### config.mk
export PLATFORM = sky130hd
export DESIGN_NAME = serial_addsub
export DESIGN_NICKNAME = d
export VERILOG_FILES = /design/src/rtl/serial_addsub_pkg.sv /design/src/rtl/serial_addsub_add_slice.sv /design/src/rtl/serial_addsub.sv
export SDC_FILE = /design/constraint.sdc
export NUM_CORES = 1
export LEC_CHECK = 0
export BUFFER_PORTS_ARGS = -buffer_cell sky130_fd_sc_hd__buf_2
export CELL_PAD_IN_SITES_DETAIL_PLACEMENT = 0
export CELL_PAD_IN_SITES_GLOBAL_PLACEMENT = 1
export CORE_ASPECT_RATIO = 2
export CORE_MARGIN = 5
export CORE_UTILIZATION = 30
export DETAILED_ROUTE_END_ITERATION = 16
export PLACE_DENSITY_LB_ADDON = 0.3
export REMOVE_ABC_BUFFERS = 1
export SETUP_SLACK_MARGIN = 0.4
export SLEW_MARGIN = 20
export SYNTH_ARGS = -nofsm -noshare
export SYNTH_HDL_FRONTEND = slang
export SYNTH_SLANG_ARGS = --single-unit
### constraint.sdc
create_clock -name clk -period 2.3 [get_ports clk]
set_input_delay 0 -clock clk [delete_from_list [all_inputs] [get_ports clk]]
set_output_delay 0 -clock clk [all_outputs]
set_load 0.03 [all_outputs]
### src/rtl/serial_addsub_pkg.sv
// Shared types and helpers for the digit-serial adder/subtractor.
package serial_addsub_pkg;

    typedef enum logic [1:0] {
        IDLE = 2'd0,
        RUN  = 2'd1,
        DONE = 2'd2
    } state_t;

    // Digit counter width; never narrower than one bit so NDIG=1 still has a counter.
    function automatic int cnt_width(input int ndig);
        return (ndig > 1) ? $clog2(ndig) : 1;
    endfunction

endpackage

### src/rtl/serial_addsub_add_slice.sv
// Combinational DIGIT-wide ripple slice; c_msb is the carry into the slice's top bit.
module add_slice #(
    parameter int DIGIT = 4
) (
    input  logic [DIGIT-1:0] x,
    input  logic [DIGIT-1:0] y,
    input  logic             ci,
    output logic [DIGIT-1:0] s,
    output logic             co,
    output logic             c_msb
);

    logic [DIGIT:0] total;

    assign total = {1'b0, x} + {1'b0, y} + {{DIGIT{1'b0}}, ci};
    assign s     = total[DIGIT-1:0];
    assign co    = total[DIGIT];
    // Carry into the top bit recovered from the top bit's sum equation.
    assign c_msb = s[DIGIT-1] ^ x[DIGIT-1] ^ y[DIGIT-1];

endmodule

### src/rtl/serial_addsub.sv
// Multi-cycle adder/subtractor: one DIGIT-wide slice walks the operands LSB digit first.
module serial_addsub
    import serial_addsub_pkg::*;
#(
    parameter int WIDTH = 16,
    parameter int DIGIT = 4
) (
    input  logic             clk,
    input  logic             rst_n,
    input  logic             start,
    input  logic [WIDTH-1:0] a,
    input  logic [WIDTH-1:0] b,
    input  logic             cin,
    input  logic             sub,
    output logic             busy,
    output logic             done,
    output logic [WIDTH-1:0] sum,
    output logic             cout,
    output logic             ovf,
    output logic             zero
);

    localparam int NDIG  = WIDTH / DIGIT;
    localparam int CNT_W = cnt_width(NDIG);

    state_t           state;
    logic [WIDTH-1:0] op_a;
    logic [WIDTH-1:0] op_b;
    logic [WIDTH-1:0] res;
    logic [WIDTH-1:0] res_next;
    logic             carry;
    logic [CNT_W-1:0] cnt;
    logic [DIGIT-1:0] d_s;
    logic             d_co;
    logic             d_cmsb;
    logic             last;

    add_slice #(.DIGIT(DIGIT)) u_slice (
        .x    (op_a[DIGIT-1:0]),
        .y    (op_b[DIGIT-1:0]),
        .ci   (carry),
        .s    (d_s),
        .co   (d_co),
        .c_msb(d_cmsb)
    );

    // New digit enters at the top; after NDIG shifts the result is fully aligned.
    assign res_next = (res >> DIGIT) | (WIDTH'(d_s) << (WIDTH - DIGIT));
    assign last     = (cnt == CNT_W'(NDIG - 1));
    assign busy     = (state == RUN);
    assign done     = (state == DONE);

    always_ff @(posedge clk or negedge rst_n) begin
        if (!rst_n) begin
            state <= IDLE;
            op_a  <= '0;
            op_b  <= '0;
            res   <= '0;
            carry <= 1'b0;
            cnt   <= '0;
            sum   <= '0;
            cout  <= 1'b0;
            ovf   <= 1'b0;
            zero  <= 1'b0;
        end else begin
            case (state)
                IDLE, DONE: begin
                    if (start) begin
                        op_a  <= a;
                        op_b  <= sub ? ~b : b;
                        carry <= sub ? 1'b1 : cin;
                        cnt   <= '0;
                        state <= RUN;
                    end else begin
                        state <= IDLE;
                    end
                end
                RUN: begin
                    op_a  <= op_a >> DIGIT;
                    op_b  <= op_b >> DIGIT;
                    carry <= d_co;
                    res   <= res_next;
                    cnt   <= cnt + 1'b1;
                    if (last) begin
                        sum   <= res_next;
                        cout  <= d_co;
                        ovf   <= d_cmsb ^ d_co;
                        zero  <= (res_next == '0);
                        state <= DONE;
                    end
                end
                default: state <= IDLE;
            endcase
        end
    end

endmodule

==> results.sh, run 1 <==
export IMPL_grt_setup_unrepaired="true"
export IMPL_finalCriticalPeriod_ns=1.99
export IMPL_cts_sinks=68
export IMPL_seq_area_mm2=0.00170
export IMPL_yosysSeqAreaShare=0.558
export IMPL_fin_nets=394
export IMPL_synth_area_mm2=0.00305
export IMPL_min_path_cells=4
export IMPL_worstSetupStartpointType="register"
export IMPL_cp_required_ns=2.54
export IMPL_fin_skew_ns=0.0102
export IMPL_synth_edff_count=0
export IMPL_grt_first_pass_wirelength_um=11700
export IMPL_wl_per_cell_um=14.2
export IMPL_leakage_nw=1.92
export IMPL_drv_slew=0
export IMPL_route_detailed_drc=0
export IMPL_status="complete, no violations"
export IMPL_worstSkewPairLatency_ns=0.33
export IMPL_place_inst=453
export IMPL_die_area_mm2=0.0124
export IMPL_mostFrequentLayoutCells="68 x dfrtp_1, 66 x nand2_1, 57 x buf_2"
export IMPL_fin_ws_ns=0.313
export IMPL_maxCapViolations=0
export IMPL_wl_met3_um=295
export IMPL_drive_gt1_frac=0.281
export IMPL_start_util=0.305
export IMPL_dr_wl_met2_um=3630
export IMPL_hold_path_class="input pin to register"
export IMPL_avgSynthCellArea_um2=11.2
export IMPL_tightest_slew_ns=0.796
export IMPL_r2r_end="ovf$_DFFE_PN0P_"
export IMPL_antenna_diode_count=0
export IMPL_clock_path_buffers=2
export IMPL_maxSlewHeadroom=0.468
export IMPL_r2r_start="carry$_DFFE_PN0P_"
export IMPL_cts_tree="done"
export IMPL_syn2layout_area_growth_pct=31.0
export IMPL_synth_cell_types=36
export IMPL_hpwl_um=4890
export IMPL_grt_total_usage=0.124
export IMPL_synthFlopType="dfrtp_1"
export IMPL_port_buffers=57
export IMPL_dieWidth_um=81.3
export IMPL_whs_ns=0.0259
export IMPL_io_pins=58
export IMPL_synth_seq_cells=68
export IMPL_cts_setup_buffers=0
export IMPL_die_h_um=153
export IMPL_rrSetupSlack_ns=0.31
export IMPL_fin_tns_setup_ns=0
export IMPL_vias=2243
export IMPL_ctsHtreeMaxLevel=3
export IMPL_antenna_found_initial=0
export IMPL_place_congestion=0.712
export IMPL_ir_worst_vdd_v=0.000513
export IMPL_first_global_vias=2364
export IMPL_cts_root_buf="clkbuf_16"
export IMPL_fillers=1057
export IMPL_final_common_cell="dfrtp_1"
export IMPL_multiInputGateArea_mm2=0.00125
export IMPL_place_ws_ns=0.0595
export IMPL_first_iter_violations=87
export IMPL_period_share=0.864
export IMPL_ys_warn_count=0
export IMPL_viasPerCell=4.57
export IMPL_dr_pass1_iters=4
export IMPL_rows=52
export IMPL_max_freq_mhz=503
export IMPL_numCtsBuffers=9
export IMPL_syn_inst=272
export IMPL_path_max_fanout=2
export IMPL_ant_nets=0
export IMPL_instances_no_fill=491
export IMPL_power_density_mw_per_mm2=1530
export IMPL_end_kind="register"
export IMPL_core_mm2=0.0100
export IMPL_arrival_ns=2.22
export IMPL_hold_viol=0
export IMPL_setup_viol=0
export IMPL_whs_endpoint="op_b[8]$_DFFE_PN0P_"
export IMPL_path_class="register to register"
export IMPL_grt_max_degree=36
export IMPL_clk_pin_slew_ns=0.06
export IMPL_min_from="b[8]"
export IMPL_maxUsedRoutingLayer="met4"
export IMPL_wl_met1_um=2930
export IMPL_routed_wl_um=6980
export IMPL_r2r_cells=7
export IMPL_grt_overflow=0
export IMPL_async_reset_ff_frac=1.00
## cell usage after synthesis (3+ instances only)
cell	count	area share
xnor2_1	18	0.052
a22o_1	6	0.017
mux2_2	11	0.041
a221o_1	12	0.039
nor2_1	14	0.017
nand2_1	66	0.081
mux2_1	3	0.011
o21ai_0	12	0.020
buf_6	5	0.018
ha_1	4	0.016
nor4_1	3	0.0062
dfrtp_1	68	0.56
buf_2	9	0.015
a22oi_1	12	0.030
## layer usage
metal,track usage,vias to the layer above
met5,0,-
met2,0.202,55
met4,0.0564,0
met1,0.149,1081
li1,-,1100
met3,0.0349,7
## timing repair
action	CTS	global route
endpoints found under the hold margin	54	0
pin swaps	4	1
endpoints found under the setup margin	5	6
gates resized for setup	6	1
hold buffers	22	0
## report_power, final
part / leakage, nW / internal, W / switching, W
registers: 0.855 / 0.00175 / 0.000363
clock network: 0.153 / 0.000977 / 0.000490
logic: 0.912 / 0.00103 / 0.00150
total: 1.92 / 0.00375 / 0.00236
## cells by family after synthesis
| family | count (synthesis) | synth area share |
|---|---|---|
| fa+ha+maj | 6 | 0.0295 |
| flops | 68 | 0.558 |
| xor+xnor | 18 | 0.0517 |
| mux | 14 | 0.0517 |
| simple gates | 94 | 0.133 |
| compound gates | 53 | 0.135 |
| buf+inv | 19 | 0.0414 |
## area by class of cell
| class | instances | share of cell area |
|---|---|---|
| Clock buffer | 12 | 0.0617 |
| Clock inverter | 4 | 0.0182 |
| Inverter | 2 | 0.00250 |
| Multi-Input combinational cell | 185 | 0.312 |
| Sequential cell | 68 | 0.426 |
| Tap cell | 135 | 0.0423 |
| Timing Repair Buffer | 85 | 0.138 |
## worst max path at each step
stage,start,to
2_1_floorplan,op_a[0]$_DFFE_PN0P_,ovf$_DFFE_PN0P_
3_3_place_gp,op_a[0]$_DFFE_PN0P_,ovf$_DFFE_PN0P_
3_5_place_dp,op_a[0]$_DFFE_PN0P_,ovf$_DFFE_PN0P_
4_1_cts,carry$_DFFE_PN0P_,ovf$_DFFE_PN0P_
5_1_grt,carry$_DFFE_PN0P_,ovf$_DFFE_PN0P_
6_report,carry$_DFFE_PN0P_,ovf$_DFFE_PN0P_
## flip-flops by register name, indices dropped and copies added (netlist names)
register / cells
op_b: 16
cnt: 2
cout: 1
zero: 1
carry: 1
res: 12
state: 2
sum: 16
op_a: 16
ovf: 1
## worst max-delay path: stages (launching register included)
cell	delay [ns]
dfrtp_1	0.40
fa_2	0.42
fa_2	0.35
buf_4	0.15
nand3_1	0.08
a21boi_1	0.09
o211a_1	0.24
o31ai_2	0.17
## per-stage QoR
step | utilization | instance area (um2) | power [W]
finish | 0.399 | 4000 | 0.00611
global route | 0.399 | 4000 | 0.00659
CTS | 0.399 | 4000 | 0.00623
detailed placement | 0.343 | 3430 | 0.00462
global placement | 0.343 | 3430 | 0.00456
floorplan | - | 2940 | 0.00381
Note: power is estimated with default switching activity, not from simulation.
==> run 2, diff against run 1 <==
==> constraint.sdc (replaced) <==
create_clock -name clk -period 2.57 [get_ports clk]
set_input_delay 0 -clock clk [delete_from_list [all_inputs] [get_ports clk]]
set_output_delay 0 -clock clk [all_outputs]
set_load 0.03 [all_outputs]
==> run 2 against run 1 <==
Against the previous run: utilization is 0.19 points higher; highest routed layer unchanged; global-route usage is 0.16 points lower; hold slack better by 0.0062 ns; sequential power is 11% lower.
==> results.sh, run 2 (synthesis gave the netlist of run 1 again) <==
export IMPL_status="complete, no violations"
export IMPL_rrSetupSlack_ns=0.46
export IMPL_drive_gt1_frac=0.278
export IMPL_fin_tns_setup_ns=0
export IMPL_dieWidth_um=81.3
export IMPL_ctsHtreeMaxLevel=3
export IMPL_io_pins=58
export IMPL_r2r_cells=6
export IMPL_period_share=0.821
export IMPL_mostFrequentLayoutCells="68 x dfrtp_1, 66 x nand2_1, 57 x buf_2"
export IMPL_hold_viol=0
export IMPL_end_kind="register"
export IMPL_route_detailed_drc=0
export IMPL_cts_sinks=68
export IMPL_cts_root_buf="clkbuf_16"
export IMPL_crit_end="ovf$_DFFE_PN0P_"
export IMPL_r2r_end="ovf$_DFFE_PN0P_"
export IMPL_power_density_mw_per_mm2=1380
export IMPL_first_global_vias=2292
export IMPL_viasPerCell=4.61
export IMPL_start_util=0.305
export IMPL_die_h_um=153
export IMPL_wl_per_cell_um=13.9
export IMPL_rows=52
export IMPL_ir_worst_vdd_v=0.000398
export IMPL_reg_top3="op_a: 16 flops, op_b: 16 flops, sum: 16 flops"
export IMPL_path_max_fanout=3
export IMPL_leakage_nw=1.93
export IMPL_tightest_slew_ns=0.795
export IMPL_antenna_diode_count=0
export IMPL_hpwl_um=4800
export IMPL_clk_pin_slew_ns=0.05
export IMPL_grt_first_pass_wirelength_um=11600
export IMPL_first_iter_violations=39
export IMPL_grt_overflow=0
export IMPL_cts_tree="done"
export IMPL_routed_wl_um=6810
export IMPL_grt_setup_unrepaired="true"
export IMPL_port_buffers=57
export IMPL_worstSetupStartpointType="register"
export IMPL_finalCriticalPeriod_ns=2.11
export IMPL_max_freq_mhz=474
export IMPL_maxCapViolations=0
export IMPL_startpoint="carry$_DFFE_PN0P_"
export IMPL_final_common_cell="dfrtp_1"
export IMPL_place_congestion=0.729
export IMPL_drv_slew=0
export IMPL_antenna_found_initial=0
export IMPL_numCtsBuffers=9
export IMPL_core_mm2=0.0100
export IMPL_fin_nets=394
export IMPL_die_area_mm2=0.0124
export IMPL_grt_max_degree=40
export IMPL_ant_nets=0
export IMPL_whs_ns=0.0321
export IMPL_setup_viol=0
export IMPL_dr_pass1_iters=4
export IMPL_grt_total_usage=0.123
export IMPL_worstSkewPairLatency_ns=0.33
export IMPL_arrival_ns=2.31
export IMPL_syn2layout_area_growth_pct=31.6
export IMPL_fin_skew_ns=0.00474
export IMPL_r2r_start="carry$_DFFE_PN0P_"
export IMPL_cp_required_ns=2.77
export IMPL_vias=2263
export IMPL_hold_path_class="input pin to register"
export IMPL_maxSlewHeadroom=0.469
export IMPL_path_class="register to register"
export IMPL_clock_path_buffers=2
-- run 2: changes by cell type in the layout (fill, tap and decap cells not counted), sizes merged --
cell      before  now
bufinv         2    3
clkinvlp       1    0
-- run 2: final cells by class --
type,count,area [um2]
Multi-Input combinational cell,185,1230
Sequential cell,68,1700
Inverter,2,10.0
Timing Repair Buffer,85,551
Fill cell,1026,6000
Tap cell,135,169
Clock buffer,12,256
Clock inverter,4,95.1
-- run 2: per-stage QoR --
step / util / area, um2 / worst slack, ns / total power [W] / instances
6_report: 0.401 / 4020 / 0.461 / 0.00554 / 491
5_1_grt: 0.401 / 4020 / 0.360 / 0.00598 / 491
4_1_cts: 0.399 / 4000 / 0.439 / 0.00562 / 489
3_5_place_dp: 0.341 / 3420 / 0.287 / 0.00411 / 451
3_3_place_gp: 0.341 / 3420 / 0.332 / 0.00404 / 451
2_1_floorplan: - / 2940 / 0.419 / 0.00341 / 255
-- run 2: per-layer routing --
layer	part of all wire	track usage
met1	0.41	0.146
met4	0.025	0.0588
met3	0.046	0.0320
met2	0.52	0.200
met5	0	0
-- run 2: how the worst min path moves through the flow --
stage | startpoint | endpoint | slack, ns | depth (start not counted)
2_1_floorplan | rst_n | carry$_DFFE_PN0P_ | -0.30 | 0
6_report | b[10] | op_b[10]$_DFFE_PN0P_ | 0.03 | 4
4_1_cts | b[10] | op_b[10]$_DFFE_PN0P_ | 0.01 | 4
3_3_place_gp | rst_n | sum[4]$_DFFE_PN0P_ | 0.02 | 1
5_1_grt | b[8] | op_b[8]$_DFFE_PN0P_ | 0.04 | 4
3_5_place_dp | rst_n | sum[0]$_DFFE_PN0P_ | 0.02 | 1
-- run 2: what timing repair did --
item | 4_1_cts | 5_1_grt
endpoints found under the setup margin | 1 | 1
pin swaps | 1 | 6
gates resized for setup | 2 | 1
hold endpoints to repair | 43 | 0
hold buffers | 22 | 0
setup buffers | 0 | 2
-- run 2: where the power goes --
group	total, W	internal, W	leakage, nW	switching, W
Clock	0.00143	0.000998	0.173	0.000427
Combinational	0.00223	0.000903	0.906	0.00133
Sequential	0.00188	0.00156	0.855	0.000319
Total	0.00554	0.00346	1.93	0.00208
-- run 2: worst max-delay path, stage by stage, from the launching register on --
cell	delay, ns
dfrtp_1	0.40
fa_2	0.43
fa_2	0.43
a21o_1	0.19
a211oi_2	0.29
o211a_1	0.19
o31ai_2	0.06
==> run 3, diff against run 2 <==
==> constraint.sdc (replaced) <==
create_clock -name clk -period 1.9 [get_ports clk]
set_input_delay 0 -clock clk [delete_from_list [all_inputs] [get_ports clk]]
set_output_delay 0 -clock clk [all_outputs]
set_load 0.03 [all_outputs]
==> run 3 against run 2 <==
Against the previous run: the run now ends with setup timing left; hold slack worse by 0.0091 ns; non-clock buffer count is 8 higher; worst setup slack worse by 0.58 ns; clock-buffer cell count is 2 lower; critical path depth stayed put; wire length is 4.6% higher; clock power is 17% higher.
==> results.sh, run 3 (synthesis gave the netlist of run 1 again) <==
export IMPL_power_density_mw_per_mm2=1880
export IMPL_mostFrequentLayoutCells="68 x dfrtp_1, 64 x nand2_1, 56 x buf_2"
export IMPL_fin_ws_ns=-0.121
export IMPL_antenna_found_initial=0
export IMPL_ant_nets=0
export IMPL_grt_total_usage=0.124
export IMPL_max_freq_mhz=495
export IMPL_grt_max_degree=51
export IMPL_hold_path_class="input pin to register"
export IMPL_antenna_diode_count=0
export IMPL_drv_slew=0
export IMPL_clock_path_buffers=2
export IMPL_ir_worst_vdd_v=0.000613
export IMPL_vias=2304
export IMPL_dr_pass1_iters=6
export IMPL_tightest_slew_ns=0.496
export IMPL_cts_root_buf="clkbuf_16"
export IMPL_setup_viol=4
export IMPL_rows=52
export IMPL_final_common_cell="dfrtp_1"
export IMPL_die_area_mm2=0.0124
export IMPL_end_kind="register"
export IMPL_fin_skew_ns=0.00703
export IMPL_die_h_um=153
export IMPL_dieWidth_um=81.3
export IMPL_place_congestion=0.728
export IMPL_fin_nets=403
export IMPL_start_util=0.305
export IMPL_worstSetupStartpointType="register"
export IMPL_place_area_mm2=0.00348
export IMPL_status="complete, but fails checks"
export IMPL_syn2layout_area_growth_pct=34.9
export IMPL_port_buffers=57
export IMPL_first_iter_violations=87
export IMPL_cp_required_ns=2.11
export IMPL_grt_overflow=0
export IMPL_cts_tree="done"
export IMPL_period_share=1.06
export IMPL_clk_pin_slew_ns=0.06
export IMPL_viasPerCell=4.61
export IMPL_final_area_mm2=0.00412
export IMPL_arrival_ns=2.23
export IMPL_wl_per_cell_um=14.2
export IMPL_ctsHtreeMaxLevel=3
export IMPL_finalCriticalPeriod_ns=2.02
export IMPL_first_global_vias=2400
export IMPL_maxSlewHeadroom=0.669
export IMPL_hpwl_um=4850
export IMPL_cts_sinks=68
export IMPL_worstSkewPairLatency_ns=0.33
export IMPL_grt_first_pass_wirelength_um=11900
export IMPL_leakage_nw=1.97
export IMPL_core_mm2=0.0100
export IMPL_path_max_fanout=2
export IMPL_routed_wl_um=7120
export IMPL_failed_checks="setup timing"
export IMPL_reg_top3="op_a: 16 flops, op_b: 16 flops, sum: 16 flops"
export IMPL_post_route_util=0.411
export IMPL_drive_gt1_frac=0.315
export IMPL_route_detailed_drc=0
export IMPL_io_pins=58
export IMPL_grt_setup_unrepaired="true"
export IMPL_path_class="register to register"
export IMPL_hold_viol=0
export IMPL_numCtsBuffers=9
export IMPL_maxCapViolations=0
-- run 3: cell count changes in the layout (fill, tap and decap cells not counted), moves of 2 or more --
cell	change
o21ai_0	-2
o21ai_1	+2
bufinv_16	-2
buf_4	+5
buf_12	+2
clkinvlp_4	+2
nand2_1	-2
-- run 3: per-stage QoR --
step	total power [W]	setup TNS (ns)	hold WS (ns)	cells	worst slack (ns)
floorplan	0.00461	-0.251	-0.296	255	-0.251
global placement	0.00562	-0.531	-0.0257	457	-0.295
detailed placement	0.00571	-0.758	-0.0245	457	-0.346
CTS	0.00771	-0.117	0.00922	499	-0.0843
global route	0.00829	-0.700	0.0304	500	-0.191
finish	0.00773	-0.323	0.0230	500	-0.121
-- run 3: worst max-delay path, stage by stage, from the launching register on --
cell and delay [ns]:
dfrtp_1 0.41, fa_2 0.42, fa_2 0.37, a21o_1 0.19
a211oi_2 0.28, o211a_1 0.19, o31ai_2 0.06
-- run 3: report_power, final --
| group | total, W | switching, W | internal, W |
|---|---|---|---|
| Combinational | 0.00352 | 0.00200 | 0.00152 |
| Clock | 0.00167 | 0.000618 | 0.00105 |
| Sequential | 0.00255 | 0.000440 | 0.00211 |
| Total | 0.00773 | 0.00306 | 0.00468 |
-- run 3: metal layers --
metal,vias to the layer above,global-route usage,part of all wire
met5,-,0,0
met4,0,0.0612,0.027
met3,17,0.0296,0.051
met2,61,0.206,0.52
met1,1105,0.146,0.41
li1,1121,-,-
-- run 3: final timing paths --
kind                                startpoint              endpoint  slack, ns  cells past startpoint
min in group asynchronous                rst_n    sum[4]$_DFFE_PN0P_       0.15                      2
setup / recovery           op_a[0]$_DFFE_PN0P_       ovf$_DFFE_PN0P_      -0.12                      6
max in group asynchronous                rst_n   op_b[1]$_DFFE_PN0P_       1.13                      3
hold / removal                           b[10]  op_b[10]$_DFFE_PN0P_       0.02                      4
setup reg to reg           op_a[0]$_DFFE_PN0P_       ovf$_DFFE_PN0P_      -0.12                      6
hold reg to reg            op_a[5]$_DFFE_PN0P_   op_a[5]$_DFFE_PN0P_       0.47                      2
-- run 3: area by class of cell --
class                   instances  area [um2]
clock buffers                  10         239
clock inverters                 6        63.8
well taps                     135         169
inverters                       2        10.0
flip-flops and latches         68        1700
repair buffers                 93         642
multi-input cells             186        1290
fillers                      1030        5900
-- run 3: repair_timing --
item | 4_1_cts | 5_1_grt
setup endpoints to repair | 45 | 13
gates cloned | 1 | 0
hold endpoints to repair | 39 | 0
resized for setup | 14 | 7
pin swaps | 7 | 7
hold buffers | 22 | 0
setup buffers | 3 | 1
